$ cat src/rtl/i2c_arbiter.sv
// Two-port round-robin arbiter and transaction sequencer for the shared I2C engine.
// Port 0 is the Wishbone register front end; port 1 is the LCD refresh logic.
module i2c_arbiter #(
    parameter int unsigned TIMEOUT = 200000,
    parameter int unsigned CW      = 18
) (
    input  logic        clk,
    input  logic        reset,

    input  logic        req0_valid,
    input  logic [1:0]  req0_op,
    input  logic [31:0] req0_data,
    output logic        req0_ready,
    output logic        req0_done,
    output logic        req0_err,
    output logic [7:0]  req0_rdata,

    input  logic        req1_valid,
    input  logic [1:0]  req1_op,
    input  logic [31:0] req1_data,
    output logic        req1_ready,
    output logic        req1_done,
    output logic        req1_err,
    output logic [7:0]  req1_rdata,

    output logic [1:0]  eng_rw,
    output logic [31:0] eng_data,
    output logic        eng_startwrite,
    output logic        eng_startread,
    output logic        eng_startwrite_lcd,
    input  logic        eng_busyW,
    input  logic        eng_busyR,
    input  logic        eng_doneW,
    input  logic        eng_doneR,
    input  logic [7:0]  eng_rdata,

    output logic        owner,
    output logic        active
);

    localparam logic [1:0] S_IDLE  = 2'd0;
    localparam logic [1:0] S_START = 2'd1;
    localparam logic [1:0] S_RUN   = 2'd2;
    localparam logic [1:0] S_DONE  = 2'd3;

    localparam logic [1:0] OP_WR  = 2'b00;
    localparam logic [1:0] OP_RD  = 2'b01;
    localparam logic [1:0] OP_LCD = 2'b10;
    localparam logic [1:0] OP_ILL = 2'b11;

    logic [1:0]    r_state;
    logic [1:0]    r_op;
    logic          r_owner;
    logic [CW-1:0] r_cnt;
    logic          r_err;
    logic          r_doneW_prev;
    logic          r_doneR_prev;
    logic [1:0]    r_eng_rw;
    logic [31:0]   r_eng_data;
    logic [7:0]    r_rdata0;
    logic [7:0]    r_rdata1;

    logic          w_eng_idle;
    logic          w_gnt;
    logic          w_accept;
    logic [1:0]    w_op;
    logic [31:0]   w_data;
    logic          w_is_rd;
    logic          w_busy;
    logic          w_done_edge;
    logic [CW-1:0] w_cnt_inc;
    logic          w_timeout;

    assign w_eng_idle = ~(eng_busyW | eng_busyR);
    // On a tie the port that did not win last time is granted; otherwise the lone requester.
    assign w_gnt      = (req0_valid & req1_valid) ? ~r_owner : req1_valid;
    assign w_accept   = (r_state == S_IDLE) & w_eng_idle & (req0_valid | req1_valid);
    assign w_op       = w_gnt ? req1_op : req0_op;
    assign w_data     = w_gnt ? req1_data : req0_data;

    assign w_is_rd     = (r_op == OP_RD);
    assign w_busy      = w_is_rd ? eng_busyR : eng_busyW;
    // Only a fresh 0->1 edge counts, so a done level left from the last transaction is ignored.
    assign w_done_edge = w_is_rd ? (eng_doneR & ~r_doneR_prev) : (eng_doneW & ~r_doneW_prev);
    assign w_cnt_inc   = r_cnt + 1'b1;
    assign w_timeout   = (w_cnt_inc == CW'(TIMEOUT));

    assign req0_ready = w_accept & ~w_gnt;
    assign req1_ready = w_accept & w_gnt;

    assign req0_done  = (r_state == S_DONE) & ~r_owner;
    assign req1_done  = (r_state == S_DONE) & r_owner;
    assign req0_err   = req0_done & r_err;
    assign req1_err   = req1_done & r_err;
    assign req0_rdata = r_rdata0;
    assign req1_rdata = r_rdata1;

    assign eng_rw             = r_eng_rw;
    assign eng_data           = r_eng_data;
    assign eng_startwrite     = (r_state == S_START) & (r_op == OP_WR);
    assign eng_startread      = (r_state == S_START) & (r_op == OP_RD);
    assign eng_startwrite_lcd = (r_state == S_START) & (r_op == OP_LCD);

    assign owner  = r_owner;
    assign active = (r_state != S_IDLE);

    // Previous done levels for edge detection.
    always_ff @(posedge clk) begin
        if (reset) begin
            r_doneW_prev <= 1'b0;
            r_doneR_prev <= 1'b0;
        end else begin
            r_doneW_prev <= eng_doneW;
            r_doneR_prev <= eng_doneR;
        end
    end

    // Transaction sequencer: grant, start handshake, completion wait, done pulse, timeout.
    always_ff @(posedge clk) begin
        if (reset) begin
            r_state    <= S_IDLE;
            r_op       <= OP_WR;
            r_owner    <= 1'b1;
            r_cnt      <= '0;
            r_err      <= 1'b0;
            r_eng_rw   <= 2'b00;
            r_eng_data <= 32'h0;
            r_rdata0   <= 8'h00;
            r_rdata1   <= 8'h00;
        end else begin
            case (r_state)
                S_IDLE: begin
                    if (w_accept) begin
                        r_op       <= w_op;
                        r_eng_rw   <= w_op;
                        r_eng_data <= w_data;
                        r_owner    <= w_gnt;
                        r_cnt      <= '0;
                        r_err      <= (w_op == OP_ILL);
                        r_state    <= (w_op == OP_ILL) ? S_DONE : S_START;
                    end
                end
                S_START: begin
                    if (w_busy) begin
                        r_cnt   <= '0;
                        r_state <= S_RUN;
                    end else if (w_timeout) begin
                        r_err   <= 1'b1;
                        r_state <= S_DONE;
                    end else begin
                        r_cnt <= w_cnt_inc;
                    end
                end
                S_RUN: begin
                    if (w_done_edge) begin
                        if (w_is_rd) begin
                            if (r_owner) begin
                                r_rdata1 <= eng_rdata;
                            end else begin
                                r_rdata0 <= eng_rdata;
                            end
                        end
                        r_err   <= 1'b0;
                        r_state <= S_DONE;
                    end else if (w_timeout) begin
                        r_err   <= 1'b1;
                        r_state <= S_DONE;
                    end else begin
                        r_cnt <= w_cnt_inc;
                    end
                end
                default: begin
                    r_state <= S_IDLE;
                end
            endcase
        end
    end

endmodule
$ cat config.mk
export PLATFORM = sky130hd
export DESIGN_NAME = i2c_arbiter
export DESIGN_NICKNAME = d
export VERILOG_FILES = /design/src/rtl/i2c_arbiter.sv
export SDC_FILE = /design/constraint.sdc
export NUM_CORES = 1
export LEC_CHECK = 0
export CORE_ASPECT_RATIO = 1.75
export CORE_MARGIN = 2
export CORE_UTILIZATION = 42
export CTS_CLUSTER_DIAMETER = 200
export DETAILED_ROUTE_END_ITERATION = 8
export PLACE_DENSITY_LB_ADDON = 0.12
export SLEW_MARGIN = 20
export SYNTH_ARGS = -nofsm -noshare
export SYNTH_HDL_FRONTEND = slang
export SYNTH_SLANG_ARGS = --single-unit
$ cat constraint.sdc
create_clock -name clk -period 3.2 [get_ports clk]
set_input_delay 0.64 -clock clk [delete_from_list [all_inputs] [get_ports clk]]
set_output_delay 0.64 -clock clk [all_outputs]
set_load 0.01 [all_outputs]
Yosys cells after proc, flatten, opt, wreduce, memory -nomap -nowiden
Index checks and enable logic that the tools add are counted.

Register bits: 74. Bits of input ports: 84. Logic and storage cells: 72.

$add $sub $neg: 1. Equal/unequal tests: 10. Muxes and demuxes: 21. Bitwise gates (word level): 21. Reductions and logical operators: 9.

Operators with widths (number): 18-bit 2-to-1 mux (4); 18-bit one-hot mux with 3 select lines (1); 32-bit 2-to-1 mux (1); 18-bit by 1-bit adder with 18-bit output, second input constant (1); 18-bit == test, second input constant (1); 1-bit AND (14); 2-bit 2-to-1 mux (6); 2-bit == test, second input constant (4); 4-bit AND reduction (2); 1-bit 2-to-1 mux (7); 2-bit inequality test, second input constant (3); 2-bit one-hot mux with 3 select lines (1); 3-bit AND reduction (2); 1-bit NOT (5); 2-bit by 1-bit == test with 1-bit output, second input constant (2); 2-bit zero test (2); 1-bit one-hot mux with 3 select lines (1); 3-bit nonzero test (1); 1-bit bitwise OR (2); 2-bit AND reduction (1); 2-bit nonzero test (1).

Longest topological paths before layout
Depth in word-level cells: 7. Gate-level depth with buffers: 10.

Worst setup path before layout
No wires, ideal clock.

Path kind: register to register. Start point: register r_state[0]. End point: register r_cnt[11]. Setup time: 0.074 ns. Data arrival time: 2.493 ns. Setup slack: 0.633 ns. Cell stages (with the launch flop): 10. Path buffers: 1. Period minus slack after synthesis: 2.567 ns. Cells stage by stage: dfxtp_1 > inv_1 > ha_1 > inv_2 > or4_1 > buf_2 > a221oi_2 > nand2_2 > or4_1 > a31oi_1.

Longest elaborated chain between the ends: 5. Elaborated cells between the ends (all ways): 10. Classes of those cells: 4 x eq/ne; 1 x mux; 2 x bitwise; 3 x reduce/logical.

RTL lines: from (decl) (RTL line 51) `logic [1:0] r_state;`; from (signal assigned) (RTL line 140) `r_state <= (w_op == OP_ILL) ? S_DONE : S_START;`; 2-bit zero test (RTL line 77, 131); 1-bit AND (2 in series) (RTL line 77) `assign w_accept = (r_state == S_IDLE) & w_eng_idle & (req0_valid | req1_valid);`; 2-bit inequality test (no source line); 3-bit AND reduction (no source line); to (signal assigned) (RTL line 151) `r_cnt <= w_cnt_inc;`; to (signal assigned) (RTL line 169) `r_cnt <= w_cnt_inc;`; to (decl) (RTL line 54) `logic [CW-1:0] r_cnt;`.

Parallel ways exist; a longest one is shown, timed or not. A chain may end at the register's enable or synchronous reset.

Final worst setup path
Start point: register r_state[0]. End point: output port req0_ready.

Longest elaborated chain between the ends: 4.

RTL lines: 2-bit zero test (RTL line 77); 1-bit AND (2 in series) (RTL line 77); 1-bit AND (RTL line 88) `assign req0_ready = w_accept & ~w_gnt;`; to (decl) (RTL line 13) `output logic req0_ready,`.

No other way between the ends.

==> summary by stage <==
STA
The tightest hold path in the finished design has a slack of 0.496 ns. In this run the tightest slew margin relative to its limit is 47.6%. The worst setup skew after layout is 0.00576 ns.

The actual transition at the worst max-transition pin is 0.766 ns. Setup violations remaining at the end of the flow were counted as 0. Setup slack closes at ~0.14 ns.

Setup total negative slack on the finished layout was measured at 0 ns. Setup repair after global routing left no endpoint under its margin. The number of max-slew violations in the final report is 0. The maximum clock frequency is 327 MHz. The shortest period the worst path allows is slightly above 3 ns. The number of endpoints with negative hold slack in the final report is 0. The final clock period utilization by the worst path is 95.5%.

Synthesis
The synthesized netlist devotes 0.452% of its cell area to XOR and XNOR gates. Synthesis produced a netlist whose cell count is approximately 440. The most used flip-flop cell after synthesis is dfxtp_1. The number of enable flip-flop cells after synthesis is 0. After synthesis, the largest family of logic cells by area is simple AND/OR/NAND/NOR gates. The simple-gate share of the synthesized area is 20.9%. The synthesized design spends more area on one cell type than any other, namely dfxtp_1. In the synthesized netlist, mux cells make up 14.5% of the area.

Sorting the synthesized cells by area gives the leading types as dfxtp_1, mux2i_1, a211oi_1, nor2_1, ha_1. The Yosys step of the flow raised 0 warnings. Of the total synthesized cell area, the portion taken by full adders, half adders and majority gates is 2.26%.

The number of nets in the synthesized netlist is 533. The synthesized netlist occupies a cell area of 3880 um2. Of the post-synthesis cell area, the dominant cell type holds 38.2%. The sequential-to-total area share from yosys stat is 38.2%. The register bit total from synthesis is 74.

Synthesis instantiated a little under 60 different standard cells from the library. The synthesized netlist devotes 19.2% of its cell area to compound gates. The async set-reset flop share out of synthesis is 0%. The per-instance average area after synthesis is between 8 and 9 um2.

Final layout
The library cell used most frequently in the layout, excluding fill and tap cells, is clkdlybuf4s50_1. The final net count is about 680. The sequential cells in the finished layout cover a total of 1480 um2. The post-layout instance area is roughly 5900 um2. In the layout the commonest cells are clkdlybuf4s50_1, dfxtp_1, nor2_1, mux2i_1, a211oi_1. The filler cells instantiated in the layout total 782. The post-route netlist has under 10% of its cells at a drive strength greater than 1. Summing all multi-input logic gate instances after layout gives 2260 um2. The number of diodes is 0. The area growth from synthesis to layout is 51.0%.

Setup path
The type of origin of the critical path is a flop. The endpoint required time on the critical path is 2.56 ns. The critical path is of the reg2out type.

At the worst endpoint, the arrival time is between 2 and 2.5 ns. The maximum fanout encountered on the critical timing path is 7. The worst setup path is captured at an output port.

Place
The area after detailed placement is 5520 um2. The worst setup timing slack at the placement stage is roughly 0.089 ns. At the end of routability-driven placement, the weighted congestion stood at 0.858. During placement, the flow inserted port buffers numbering 144. Detailed placement finished with a half-perimeter wire length of 8810 um.

Power and ir drop
The worst voltage drop across the vdd grid is 0.340 mV. The fraction of power consumed by sequential logic is between 30 and 40%. The power per cell area is 500 nW/um2. The design draws 2930 uW. The net load switching power is between 800 and 900 uW. The static power due to leakage is 0.00221 uW. Cell internal power was estimated by the tool at between 2000 and 2500 uW. The proportion of power drawn by the clock network is between 30% and 40%. Combinational cells account for a little over a quarter of the total power. Of the total power, the share spent switching nets is around 28%.

CTS
The clock passes through at most 2 buffers. CTS built an H-tree with a depth of 3. The clock slew seen by the registers of the worst setup and hold paths is 0.06 ns. For this design, the CTS-stage hold fixing added 0 buffers.

The clock insertion delay at the later pin of the skew report is 0.34 ns. The clock sink count is 74. The total clock buffers created by CTS is 9. TritonCTS built the clock tree. The root buffer selected by CTS is clkbuf_16.

Routing
In this run the remaining antenna-violating nets after routing total 0. In this run, the number of DRC markers left after iteration 0 of detailed routing was 199. The first TritonRoute pass finished after 4 iterations. In the routed layout, each cell is associated on average with a via count of 5.57. The wire length per cell after detailed routing is 16.4 um. After detailed routing, the number of remaining DRC violations is 0. The detailed-route wire length is 11600 um. The final route contains 3957 vias.

Global route
The initial antenna violation count is 0. The total overflow left after global routing is 0. Global routing used 24.0% of the available tracks across all layers. The first-pass GRT wire length is 19500 um. The via count of the first global-routing pass is 4004. Entering global routing, the biggest net connects 48 pins.

Die
After floorplanning, the core was sized to cover 9040 um2. The floorplan step defined a die boundary enclosing 10000 um2. The starting density of the core is between 40% and 50%. The die span in x is 76.6 um. In this run the count of I/O pins placed on the die edge is approximately 150.

The initialized floorplan defines 46 standard-cell rows. In this run the vertical extent of the chip is 131 um.

Flow run
The tool flagged a number of max-cap violations equal to 0.

Min path
The worst hold path belongs to the class reg2reg.

Outcome
The run finished with clean final reports.
[sequential cells by signal, indices dropped and copies added (netlist names)]
register      cells
eng_data         32
r_state           2
req1_rdata        8
owner             1
r_err             1
eng_rw            2
r_doneW_prev      1
r_doneR_prev      1
r_cnt            18
req0_rdata        8
[synth_stat cells (all sizes together) (4+ instances only)]
library cell	number
a211oi	37
a21oi	12
a31oi	6
and2	5
and3	6
buf	12
clkbuf	21
dfxtp	74
ha	7
inv	11
mux2i	55
nand2	22
nand3	10
nand3b	4
nand4	5
nand4b	4
nor2	62
nor2b	8
nor3	5
nor4	7
o211ai	4
o21ai	13
o311ai	4
or3	5
or4	5
[path summary, 6_finish.rpt]
check	startpoint	endpoint	slack, ns	cells after the start
worst max-delay path	r_state[0]	req0_ready	0.14	6
worst max register to register	r_cnt[0]	r_state[1]	0.46	8
worst min register to register	req0_rdata[7]	req0_rdata[7]	0.50	2
worst min-delay path	req0_rdata[7]	req0_rdata[7]	0.50	2
[metal layers]
layer / track usage [%] / vias up / share of wire (%)
li1: - / 1939 / -
met1: 24.2 / 1850 / 36
met2: 44.0 / 143 / 54
met3: 7.90 / 25 / 6.9
met4: 10.5 / 0 / 3.1
met5: 0 / - / 0
[layout make-up]
type                    count  share of cell area [%]
multi-input cells         324                    38.6
clock inverters             5                    1.33
clock buffers              11                    4.15
flip-flops and latches     74                    25.3
well taps                 120                    2.57
repair buffers            166                    27.4
inverters                  11                   0.705
[critical path, cell delays in order, from the launching register on]
cell and delay, ns:
dfxtp_1 0.36, inv_1 0.17, ha_4 0.20, inv_2 0.09, or4_4 0.52, nor2_1 0.16, clkdlybuf4s50_1 0.57
[metrics by stage]
step / util (%) / cells
4_1_cts: 64.6 / 711
2_1_floorplan: - / 442
6_report: 64.8 / 711
3_3_place_gp: 61.0 / 695
5_1_grt: 64.8 / 711
3_5_place_dp: 61.0 / 695
[cell families (layout without fill, tap and decap cells)]
logic type,Yosys count,after routing
and+or+nand+nor,157,157
AOI/OAI and AO/OA,102,102
DFF,74,74
muxes,56,56
buffers and inverters,44,193
adders and majority gates,7,7
xor gates and xnor gates,2,2
[what timing repair did]
| item | 4_1_cts | 5_1_grt |
|---|---|---|
| resized for setup | 1 | 2 |
| buffers inserted | 0 | 0 |
| setup endpoints to repair | 1 | 1 |
[power groups by stage]
stage / Combinational (uW) / Clock (uW) / Sequential, uW
finish: 803 / 1080 / 1050
global route: 882 / 1130 / 1060
floorplan: 373 / 0 / 1080
detailed placement: 784 / 0 / 1070
CTS: 795 / 1100 / 1050
global placement: 774 / 0 / 1060
Power figures use the tool's default switching activity.
